[config.mk]
export PLATFORM = sky130hd
export DESIGN_NAME = kws_audio_ingress
export DESIGN_NICKNAME = d
export VERILOG_FILES = /design/src/rtl/kws_audio_ingress.sv
export SDC_FILE = /design/constraint.sdc
export NUM_CORES = 1
export LEC_CHECK = 0
export CAP_MARGIN = 10
export CORE_AREA = 2 2 206 208
export CTS_CLUSTER_SIZE = 40
export DETAILED_ROUTE_END_ITERATION = 16
export DIE_AREA = 0 0 208 210
export HOLD_SLACK_MARGIN = 0.08
export SETUP_SLACK_MARGIN = 0.2
export SLEW_MARGIN = 10
export SYNTH_ARGS = -nofsm -noshare
export SYNTH_HDL_FRONTEND = slang
export SYNTH_SLANG_ARGS = --single-unit
[constraint.sdc]
create_clock -name clk -period 3.2 [get_ports clk]
set_clock_uncertainty 0.2 [all_clocks]
set_input_delay 0.64 -clock clk [delete_from_list [all_inputs] [get_ports clk]]
set_output_delay 0.64 -clock clk [all_outputs]
set_load 0.05 [all_outputs]
[src/rtl/kws_audio_ingress.sv]
// kws_audio_ingress: pad strobe sync, channel capture/reduce, sample FIFO and frame issue FSM
module kws_audio_ingress #(
  parameter int SAMPLE_W   = 16,
  parameter int NUM_CH     = 1,
  parameter int FIFO_DEPTH = 16,
  parameter int FRAME_LEN  = 256,
  localparam int CH_W  = (NUM_CH > 1) ? $clog2(NUM_CH) : 1,
  localparam int LVL_W = $clog2(FIFO_DEPTH) + 1
) (
  input  logic                clk,
  input  logic                rst_n,
  input  logic [SAMPLE_W-1:0] pad_sample,
  input  logic                pad_valid,
  input  logic                arm,
  input  logic                mode,
  input  logic [CH_W-1:0]     ch_sel,
  input  logic                clr,
  output logic                frame_start,
  output logic [SAMPLE_W-1:0] out_sample,
  output logic                out_valid,
  output logic                out_last,
  input  logic                out_ready,
  input  logic                acc_done,
  output logic                busy,
  output logic                overflow,
  output logic [LVL_W-1:0]    fifo_level,
  output logic [7:0]          frame_cnt
);
  localparam int AW    = $clog2(FIFO_DEPTH);
  localparam int CW    = $clog2(FRAME_LEN);
  localparam int SUM_W = SAMPLE_W + CH_W;
  localparam int NSLOT = 2 ** CH_W;

  typedef enum logic [1:0] {IDLE, START, STREAM, WAIT_DONE} state_t;

  logic                sync1_q, sync2_q, prev_q;
  logic                rise;
  logic [CH_W-1:0]     ch_idx_q;
  logic                grp_q;
  logic [SAMPLE_W-1:0] slot_q [NSLOT];
  logic [SUM_W-1:0]    sum_d;
  logic [SAMPLE_W-1:0] red_d;
  logic [SAMPLE_W-1:0] mem_q [FIFO_DEPTH];
  logic [AW-1:0]       wr_q, rd_q;
  logic [LVL_W-1:0]    lvl_q;
  logic                ovf_q;
  logic                full, empty, pop, push_ok;
  state_t              state_q;
  logic [CW-1:0]       cnt_q;
  logic [7:0]          frame_cnt_q;

  assign rise = sync2_q & ~prev_q;

  // two-flop synchroniser for the async strobe plus a delay flop for rising-edge detect
  always_ff @(posedge clk or negedge rst_n) begin
    if (!rst_n) begin
      sync1_q <= 1'b0;
      sync2_q <= 1'b0;
      prev_q  <= 1'b0;
    end else begin
      sync1_q <= pad_valid;
      sync2_q <= sync1_q;
      prev_q  <= sync2_q;
    end
  end

  // capture interleaved samples into per-channel slots; flag a completed group for the FIFO write
  always_ff @(posedge clk or negedge rst_n) begin
    if (!rst_n) begin
      ch_idx_q <= '0;
      grp_q    <= 1'b0;
      for (int i = 0; i < NSLOT; i++) slot_q[i] <= '0;
    end else if (clr) begin
      ch_idx_q <= '0;
      grp_q    <= 1'b0;
    end else begin
      grp_q <= rise && ch_idx_q == CH_W'(NUM_CH - 1);
      if (rise) begin
        slot_q[ch_idx_q] <= pad_sample;
        ch_idx_q         <= (ch_idx_q == CH_W'(NUM_CH - 1)) ? '0 : ch_idx_q + 1'b1;
      end
    end
  end

  // reduce the group: the mean is the top SAMPLE_W bits of the sign-extended sum (floor shift)
  always_comb begin
    sum_d = '0;
    for (int i = 0; i < NUM_CH; i++) sum_d = sum_d + {{CH_W{slot_q[i][SAMPLE_W-1]}}, slot_q[i]};
    red_d = (NUM_CH == 1) ? slot_q[0] : mode ? sum_d[SUM_W-1:CH_W] : slot_q[ch_sel];
  end

  assign full    = lvl_q == LVL_W'(FIFO_DEPTH);
  assign empty   = lvl_q == '0;
  assign pop     = out_valid & out_ready;
  assign push_ok = grp_q & (~full | pop);

  // FIFO storage, no reset needed since reads are gated by occupancy
  always_ff @(posedge clk) begin
    if (push_ok) mem_q[wr_q] <= red_d;
  end

  // FIFO pointers, occupancy and sticky overflow on a dropped write
  always_ff @(posedge clk or negedge rst_n) begin
    if (!rst_n) begin
      wr_q  <= '0;
      rd_q  <= '0;
      lvl_q <= '0;
      ovf_q <= 1'b0;
    end else if (clr) begin
      wr_q  <= '0;
      rd_q  <= '0;
      lvl_q <= '0;
      ovf_q <= 1'b0;
    end else begin
      wr_q  <= wr_q + AW'(push_ok);
      rd_q  <= rd_q + AW'(pop);
      lvl_q <= lvl_q + LVL_W'(push_ok) - LVL_W'(pop);
      ovf_q <= ovf_q | (grp_q & full & ~pop);
    end
  end

  // frame issue sequencer with in-frame sample counter and completed-frame counter
  always_ff @(posedge clk or negedge rst_n) begin
    if (!rst_n) begin
      state_q     <= IDLE;
      cnt_q       <= '0;
      frame_cnt_q <= '0;
    end else if (clr) begin
      state_q     <= IDLE;
      cnt_q       <= '0;
      frame_cnt_q <= '0;
    end else begin
      case (state_q)
        IDLE:   if (arm) state_q <= START;
        START: begin
          cnt_q   <= '0;
          state_q <= STREAM;
        end
        STREAM: if (pop) begin
          cnt_q <= cnt_q + 1'b1;
          if (cnt_q == CW'(FRAME_LEN - 1)) state_q <= WAIT_DONE;
        end
        default: if (acc_done) begin
          frame_cnt_q <= frame_cnt_q + 8'd1;
          state_q     <= arm ? START : IDLE;
        end
      endcase
    end
  end

  assign out_valid   = state_q == STREAM && !empty;
  assign out_sample  = out_valid ? mem_q[rd_q] : '0;
  assign out_last    = out_valid && cnt_q == CW'(FRAME_LEN - 1);
  assign frame_start = state_q == START;
  assign busy        = state_q != IDLE;
  assign overflow    = ovf_q;
  assign fifo_level  = lvl_q;
  assign frame_cnt   = frame_cnt_q;
endmodule

======== After elaboration in Yosys (flattened, before gate mapping) ========
Memory sizes are Yosys's and may differ from the RTL's.
Index checks and enable logic that the tools add are counted.
operators by class
  reduce and logical (&&, ||, !) cells .... 17
  multiplexer cells ....................... 27
  magnitude comparators ................... 2
  add/sub/neg operators ................... 7
  bitwise operators ....................... 13
  equal/unequal tests ..................... 8
operator list
  operator                                                        number
  8-bit two-way mux                                               5
  32-bit bitwise mux                                              1
  16-bit two-way mux                                              2
  8-bit by 1-bit adder with 8-bit output (second input constant)  2
  16-bit demux with 1-bit select                                  1
  8-bit one-hot mux with 2 select lines                           1
  2-bit two-way mux                                               5
  3-bit inequality test (second input constant)                   3
  4-bit by 1-bit adder with 4-bit output                          2
  8-bit == test (second input constant)                           1
  1-bit two-way mux                                               8
  4-bit two-way mux                                               2
  2-bit one-hot mux with 3 select lines                           1
  2-bit AND reduction                                             3
  2-bit nonzero test                                              3
  5-bit by 1-bit adder with 5-bit output                          1
  1-bit bitwise AND                                               5
  5-bit == test (second input constant)                           1
  5-bit logical NOT                                               1
  5-bit two-way mux                                               1
  1-bit inverter                                                  5
  5-bit nonzero test                                              1
  5-bit by 1-bit subtractor with 5-bit output                     1
  1-bit logical AND                                               4
  13 further kinds                                                14
word-level totals
  logic and storage cells ................. 89
  register bits after elaboration ......... 69
  bits in writable memories ............... 256
  memories ................................ 1
memories
  name   depth  width  rd ports  clocked after Yosys merged registers in  wr ports  line  RTL
  mem_q  16     16     1         0                                        1         43    logic [SAMPLE_W-1:0] mem_q [FIFO_DEPTH];

======== Longest topological paths before layout ========
Gate-level depths: netlist (run 1).
  depth in word-level cells ............... 9
  depth in mapped cells ................... 14
  mapped depth without buffers ............ 14

======== Least setup slack after synthesis (run 1) ========
Ideal clock, no wire load.
  path kind ............................... reg2out
  from .................................... register lvl_q[2] (netlist: fifo_level[2])
  to ...................................... output port out_sample[10]
  data required time ...................... 2.360 ns
  cell stages (with the launch flop) ...... 8
  path slack .............................. -0.874 ns
  path buffers ............................ 1
  arrival ................................. 3.234 ns
  path through ............................ dfrtp_1 -> inv_1 -> ha_1 -> nor4b_2 -> nor2_1 -> nand3b_2 -> buf_2 -> o221ai_1
on the way
  word-level cells in the longest chain between the ends .. 4
ends and longest elaborated chain
  what                    line  RTL
  start, declared         45    logic [LVL_W-1:0] lvl_q;
  start signal, assigned  117   lvl_q <= lvl_q + LVL_W'(push_ok) - LVL_W'(pop);
  5-bit logical NOT       93    assign empty = lvl_q == '0;
  1-bit logical NOT       151   assign out_valid = state_q == STREAM && !empty;
  1-bit logical AND       151
  named net out_valid     20    output logic out_valid,
  16-bit two-way mux      152   assign out_sample = out_valid ? mem_q[rd_q] : '0;
  end, declared           19    output logic [SAMPLE_W-1:0] out_sample,
The timed path passes the listed nets, and every way through them passes these cells.

======== Worst setup path in the final report (run 1) ========
  from .................................... register rd_q[0]
  to ...................................... output port out_sample[3]
on the way
  word-level cells in the longest chain between the ends .. 2
ends and longest elaborated chain
  what                    line  RTL
  start, declared         44    logic [AW-1:0] wr_q, rd_q;
  start signal, assigned  116   rd_q <= rd_q + AW'(pop);
  memory 16 x 16 bit      n/a
  16-bit two-way mux      152
Every way passes these cells.

==> results of run 1 <==
[report_power, final]
group          internal, uW  total [uW]  switching [uW]  leakage, uW
Sequential             4590        4840             247      0.00298
Clock                  2430        3960            1520     0.000552
Combinational           706        1530             823      0.00181
[kinds of logic (layout without fill, tap and decap cells)]
kind of cell,Yosys count,in the layout,share of synthesized area (%)
XOR/XNOR,15,15,1.07
multiplexers,97,97,14.6
adder cells (fa/ha/maj),17,17,1.79
buffers and inverters,62,220,2.12
AO/OA/AOI/OAI,43,43,2.70
AND/OR/NAND/NOR,116,116,4.88
flip-flops,308,308,72.9
[stage by stage]
step	hold slack (ps)	power [uW]	util (%)	setup WS, ps
finish	157	10300	38.4	0.875
global route	166	10700	38.4	-54.2
CTS	161	10400	38.0	-15.6
detailed placement	137	6250	34.3	11.3
global placement	137	6210	34.3	5.64
floorplan	131	5710	-	47.7
[repair_timing]
action                     CTS  global route
hold endpoints to repair    23             0
resized for setup           71             8
setup endpoints to repair   19            18
pin swaps                    2             1
cloned                       2             3
hold buffers                 1             0
setup buffers                8             4
[registers in the layout (all words and copies together), names as in the netlist]
signal,flops
wr_q,4
frame_cnt,8
mem_q,256
fifo_level,5
rd_q,4
prev_q,1
grp_q,1
sync1_q,1
sync2_q,1
state_q,2
red_d,16
overflow,1
cnt_q,8
[area by class of cell]
class,instances,area [um^2]
Clock buffer,41,908
Clock inverter,20,234
Sequential cell,308,9000
Fill cell,3841,25600
Timing Repair Buffer,124,1430
Inverter,35,131
Multi-Input combinational cell,288,3550
Tap cell,539,674
[worst max-delay path by stage]
stage                        startpoint        endpoint  cells after the start
after global routing      fifo_level[3]   out_sample[8]                      8
final                           rd_q[0]   out_sample[3]                      6
after floorplan           fifo_level[2]  out_sample[10]                      7
after global placement        out_ready   fifo_level[4]                     13
after CTS                 fifo_level[3]   out_sample[8]                      8
after detailed placement      out_ready   fifo_level[4]                     13
[layer usage]
metal  vias to the layer above  GRT usage (%)  wire (um)
met5                         -              0          0
met1                      3343           17.8      12100
met4                         0           3.11        475
li1                       2873              -          -
met3                        33           2.37       1550
met2                       161           19.1      12000
[worst register-to-register path, delay by kind of cell (launching register included)]
kind	cells	cell delay, ps
compound gates	1	100
fa+ha+maj	4	950
buf+inv	4	380
flops	1	400
simple gates	5	680
[placed cells by master, fill, tap and decap left out, types with 6 or more instances in the layout]
master | synthesis | layout
nand2_1 | 25 | 13
xnor2_1 | 8 | 8
buf_4 | 0 | 43
xor2_1 | 7 | 7
nand2_2 | 1 | 11
inv_1 | 35 | 30
o221ai_4 | 0 | 12
clkbuf_16 | 0 | 38
mux4_2 | 64 | 64
mux2i_1 | 16 | 6
ha_1 | 16 | 14
clkdlybuf4s50_1 | 0 | 35
nor2_1 | 34 | 30
mux2i_4 | 0 | 6
dfrtp_1 | 52 | 48
buf_6 | 1 | 18
buf_12 | 0 | 17
a21oi_1 | 8 | 8
edfxtp_1 | 256 | 256
mux2_2 | 16 | 16
nor2b_1 | 7 | 7
nand3_1 | 14 | 14
==> key figures, run 1 <==
Yosys
  • Mapped Nets: 700
  • Syn avg cell area: 18.7 um^2
  • Sequential fraction of the synthesis area: 72.9%
  • Synth Cell Area: 12300 um^2
  • Most frequent cell after synthesis: edfxtp_1
  • Synth cell types: 55
  • Post-synth top cells: edfxtp_1, mux4_2, dfrtp_1, inv_1, nor2_1
  • EDFF count, synth: 256
  • Synth async-reset ratio: 16.9%
  • Yosys Warn Count: 0
  • Largest area contributor in the netlist: edfxtp_1
  • Dominant cells by area after synthesis: edfxtp_1, mux4_2, dfrtp_1, ha_1, mux2_2
  • Top-area cell type share of the netlist area: 62.3%
  • #FFs+latches synth: 308
  • Synth Instances: 658
  • Ys flop type: edfxtp_1

STA
  • Max Clk Rate: 313 MHz
  • Fin crit share: 100%
  • Slew @ Worst Pin: 634 ps
  • Final Hold Fails: 0
  • Final setup TNS: 0 ps
  • Final setup fails: 0
  • Slew headroom: 57.7%
  • RSZ-0062 raised after global routing: yes
  • Fin crit period: 3200 ps
  • Final Slew Violations: 0

Global routing
  • Total gr overflow: 0
  • Largest net degree at the start of global routing: 48
  • First-pass GRT wire length: 41200 um
  • Initial antenna violation count: 0
  • Total GRT Usage: 12.3%
  • Vias in the first global route: 6802

Placement
  • # port buffers: 56
  • Detailed Place HPWL: 16000 um
  • # placed instances: 1276
  • GP Congestion: 0.735
  • Placed inst area: 14200 um^2

Job
  • Max_cap viols: 0

Route
  • Post-DR vias/cell: 4.73
  • Drt pass-1 iters: 4
  • DRC violations left: 0
  • Detailed Route WL: 26100 um
  • Via count: 6410
  • Routed WL per cell: 19.3 um
  • Post-route ant nets: 0
  • Number of DRC markers in iteration 0: 496

Critical path
  • Crit-path max FO: 5
  • Critical Path AT: 2360 ps
  • FF-to-FF Start: fifo_level[3]
  • Buffers plus inverters on the worst setup path: 3
  • Slowest-stage cell, CP: mux4_2
  • R2r setup slk: 410 ps
  • Kind of critical path: flip-flop to output pin
  • Critical path startpoint category: flip-flop
  • CP Data Required Time: 2360 ps
  • CP cell instances: buf_8, clkbuf_16, mux4_2, mux2i_2, o221ai_2, buf_6
  • CP peak stage delay: 510 ps
  • Delay-heaviest family, CP: multiplexers
  • Crit. End Element: output pin
  • R2R Path End: fifo_level[4]
  • R2R cell count: 14

Floorplan
  • Die width: 208 um
  • Rows: 75
  • Initial Util: 29.7%
  • DIE AREA: 43700 um^2
  • IO Count: 59
  • Die H: 210 um
  • Area of the core: 41500 um^2

Cells and area
  • Nets@finish: 833
  • Share of cells above drive strength 1: 35.4%
  • Fin area: 15900 um^2
  • ANT cells: 0
  • Non-Filler Instances: 1355
  • P&R area growth vs syn: 29.1%

Outcome
  • Outcome: complete, no violations

Power
  • Maximum VDD drop: 0.379 mV
  • Lkg Pwr: 0.00534 uW
  • Power Density: 649 nW/um^2

CTS
  • CTS sink count: 308
  • CTS clk-pin slew, worst paths: 60 ps
  • H-tree levels: 2
  • TritonCTS buffer count: 34
  • Root Buffer: clkbuf_16
  • CTS tree: built
  • Worst-skew pair later-pin latency: 490 ps
  • Longest Clk Path Bufs: 3

Min path
  • HP Class: flip-flop to flip-flop
  • Cell depth of the worst hold path: 0
  • Hold Path Origin: sync1_q
  • Worst Hold Path EP: sync2_q
(Power assumes the default switching activity.)
==> run 2: changes to the inputs <==
CORE_AREA = 3 3 207 209   (was 2 2 206 208)
DIE_AREA = 0 0 210 212   (was 0 0 208 210)
==> run 2 against run 1 <==
Sequential cell count is the same. Critical path type unchanged. Largest cell class unchanged. Combinational power barely moved. Sequential share of layout area is 0.46 points higher. Global-route usage decreased by 0.22 points. The flow now finishes with violations (setup timing).
==> key figures, run 2 (synthesized netlist as in run 1, its figures left out) <==
Critical path
  • CP peak stage delay: 570 ps (+60 ps)
  • CP cell instances: buf_12, mux4_2, mux2i_2, o221ai_4, buf_6
  • Crit. End Element: output pin
  • R2R Path End: fifo_level[4]
  • Critical path startpoint category: flip-flop
  • Slowest-stage cell, CP: dfrtp_4
  • R2r setup slk: 400 ps (about the same)
  • Crit-path max FO: 11 (+6)
  • Kind of critical path: flip-flop to output pin
  • FF-to-FF Start: fifo_level[3]
  • CP Data Required Time: 2360 ps (about the same)
  • R2R cell count: 14 (unchanged)
  • Critical Path AT: 2440 ps (+80 ps)

Job
  • Max_cap viols: 0 (unchanged)

Cells and area
  • Biggest register: mem_q
  • ANT cells: 0 (unchanged)
  • P&R area growth vs syn: 28.1%
  • Commonest non-fill, non-tap cell in the layout: edfxtp_1
  • Max FFs per register: 256 (unchanged)
  • Share of cells above drive strength 1: 36.2% (+0.80 points)
  • Post-layout util: 38.5% (+0.13 points)
  • Nets@finish: 828 (-0.60%)
  • Most frequent cells in the layout: edfxtp_1, mux4_2, dfrtp_1, buf_4, clkdlybuf4s50_1
  • FILL cells: 3723 (-3.1%)

Route
  • Post-DR vias/cell: 4.69 (-0.93%)
  • Routed WL per cell: 19.9 um (+3.2%)
  • Post-route ant nets: 0 (unchanged)
  • DRC violations left: 0 (unchanged)
  • Detailed Route WL: 26700 um (+2.1%)
  • Drt pass-1 iters: 4 (unchanged)
  • Via count: 6285 (-2.0%)
  • Number of DRC markers in iteration 0: 396 (-20%)

Outcome
  • Failing checks: setup timing
  • Outcome: finished, violations left

STA
  • Slew @ Worst Pin: 625 ps (-9.39 ps)
  • Final setup TNS: -822 ps (-822 ps)
  • Max Clk Rate: 305 MHz (-2.5%)
  • Final Slew Violations: 0 (unchanged)
  • Fin crit period: 3280 ps (+82.0 ps)
  • Final Hold Fails: 0 (unchanged)
  • Setup WS post-layout: -81.1 ps (-82.0 ps)
  • Final setup fails: 16 (+16)
  • RSZ-0062 raised after global routing: yes
  • Fin crit share: 103% (+2.6 points)
  • Slew headroom: 58.3% (+0.63 points)

Floorplan
  • IO Count: 59 (unchanged)
  • Area of the core: 41000 um^2 (-1.1%)
  • Die width: 210 um (+0.96%)
  • DIE AREA: 44500 um^2 (+1.9%)
  • Rows: 74 (-1.3%)
  • Initial Util: 30.1% (+0.33 points)
  • Die H: 212 um (+0.95%)

Power
  • Switching part of the total: 26.3% (+1.2 points)
  • Sw Pwr: 2560 uW (-1.2%)
  • Clock group share of total power: 34.5% (-3.8 points)
  • Maximum VDD drop: 0.386 mV (+2.1%)
  • P_int: 7180 uW (-7.1%)
  • Lkg Pwr: 0.00528 uW (-1.1%)
  • Flop pwr share: 49.7% (+2.8 points)
  • Power Density: 617 nW/um^2 (-4.9%)
  • Part of the power in combinational logic: 15.8% (+1.0 points)

Placement
  • Detailed Place HPWL: 15900 um (-1.0%)
  • GP Congestion: 0.743 (+1.1%)
  • Pre-CTS WS: 10.5 ps (-0.879 ps)
  • # port buffers: 56 (unchanged)

Min path
  • Hold Path Origin: sync1_q
  • Worst Hold Path EP: sync2_q
  • HP Class: flip-flop to flip-flop
  • Cell depth of the worst hold path: 0 (unchanged)

CTS
  • TritonCTS buffer count: 31 (-8.8%)
  • CTS tree: built
  • Root Buffer: clkbuf_16
  • Worst-skew pair later-pin latency: 550 ps (+60 ps)
  • H-tree levels: 1 (-1)
  • Longest Clk Path Bufs: 3 (unchanged)
  • CTS sink count: 308 (unchanged)
  • CTS clk-pin slew, worst paths: 60 ps (about the same)

Global routing
  • Total gr overflow: 0 (unchanged)
  • Initial antenna violation count: 0 (unchanged)
  • Largest net degree at the start of global routing: 53 (+10%)
  • Vias in the first global route: 6616 (-2.7%)
  • First-pass GRT wire length: 41000 um (-0.28%)
  • Total GRT Usage: 12.1% (-0.22 points)
-- run 2: per-layer routing --
| layer | track usage [%] | up-vias | share of wire [%] |
|---|---|---|---|
| met5 | 0 | - | 0 |
| li1 | - | 2873 | - |
| met4 | 2.51 | 0 | 1.7 |
| met2 | 19.0 | 124 | 46 |
| met3 | 2.38 | 34 | 4.6 |
| met1 | 17.7 | 3254 | 47 |
-- run 2: worst max path at each step --
stage                     slack (ps)             end  cells after the start     startpoint
after global placement             3   fifo_level[4]                     13      out_ready
final                            -80  out_sample[10]                      5        rd_q[0]
after floorplan                   50  out_sample[10]                      7  fifo_level[2]
after detailed placement          10   fifo_level[4]                     13      out_ready
after global routing            -170  out_sample[15]                     10  fifo_level[3]
after CTS                       -150  out_sample[15]                      8  fifo_level[3]
-- run 2: area by class of cell --
class	count	area, um^2	area share, %
flip-flops and latches	308	9000	56.9
multi-input cells	288	3630	23.0
repair buffers	122	1430	9.08
clock buffers	35	791	5.01
well taps	532	666	4.21
clock inverters	21	150	0.950
inverters	35	131	0.832
-- run 2: through the flow --
step                cells  hold slack (ps)  instance area [um^2]  power (uW)
global route         1341              170                 15800       10200
floorplan             658              131                 12600        5710
CTS                  1339              150                 15700        9820
finish               1341              148                 15800        9750
detailed placement   1264              145                 14300        6220
global placement     1264              141                 14300        6200
-- run 2: critical path, delay by kind of cell, from the launching register on --
kind	cells	cell delay, ps
compound gates	1	150
buf+inv	2	360
flops	1	570
mux	2	790
-- run 2: power groups by stage --
stage                     Sequential [uW]  Combinational [uW]  Clock (uW)
after detailed placement             4920                1300           0
final                                4840                1540        3370
after CTS                            4850                1530        3450
after floorplan                      4870                 840           0
after global routing                 4880                1660        3620
after global placement               4910                1290           0
-- run 2: what timing repair did --
action	4_1_cts	5_1_grt
hold buffers	1	0
endpoints found under the hold margin	52	0
pin swaps	5	4
endpoints found under the setup margin	18	17
buffers inserted	15	1
cloned	3	1
gates resized for setup	67	13
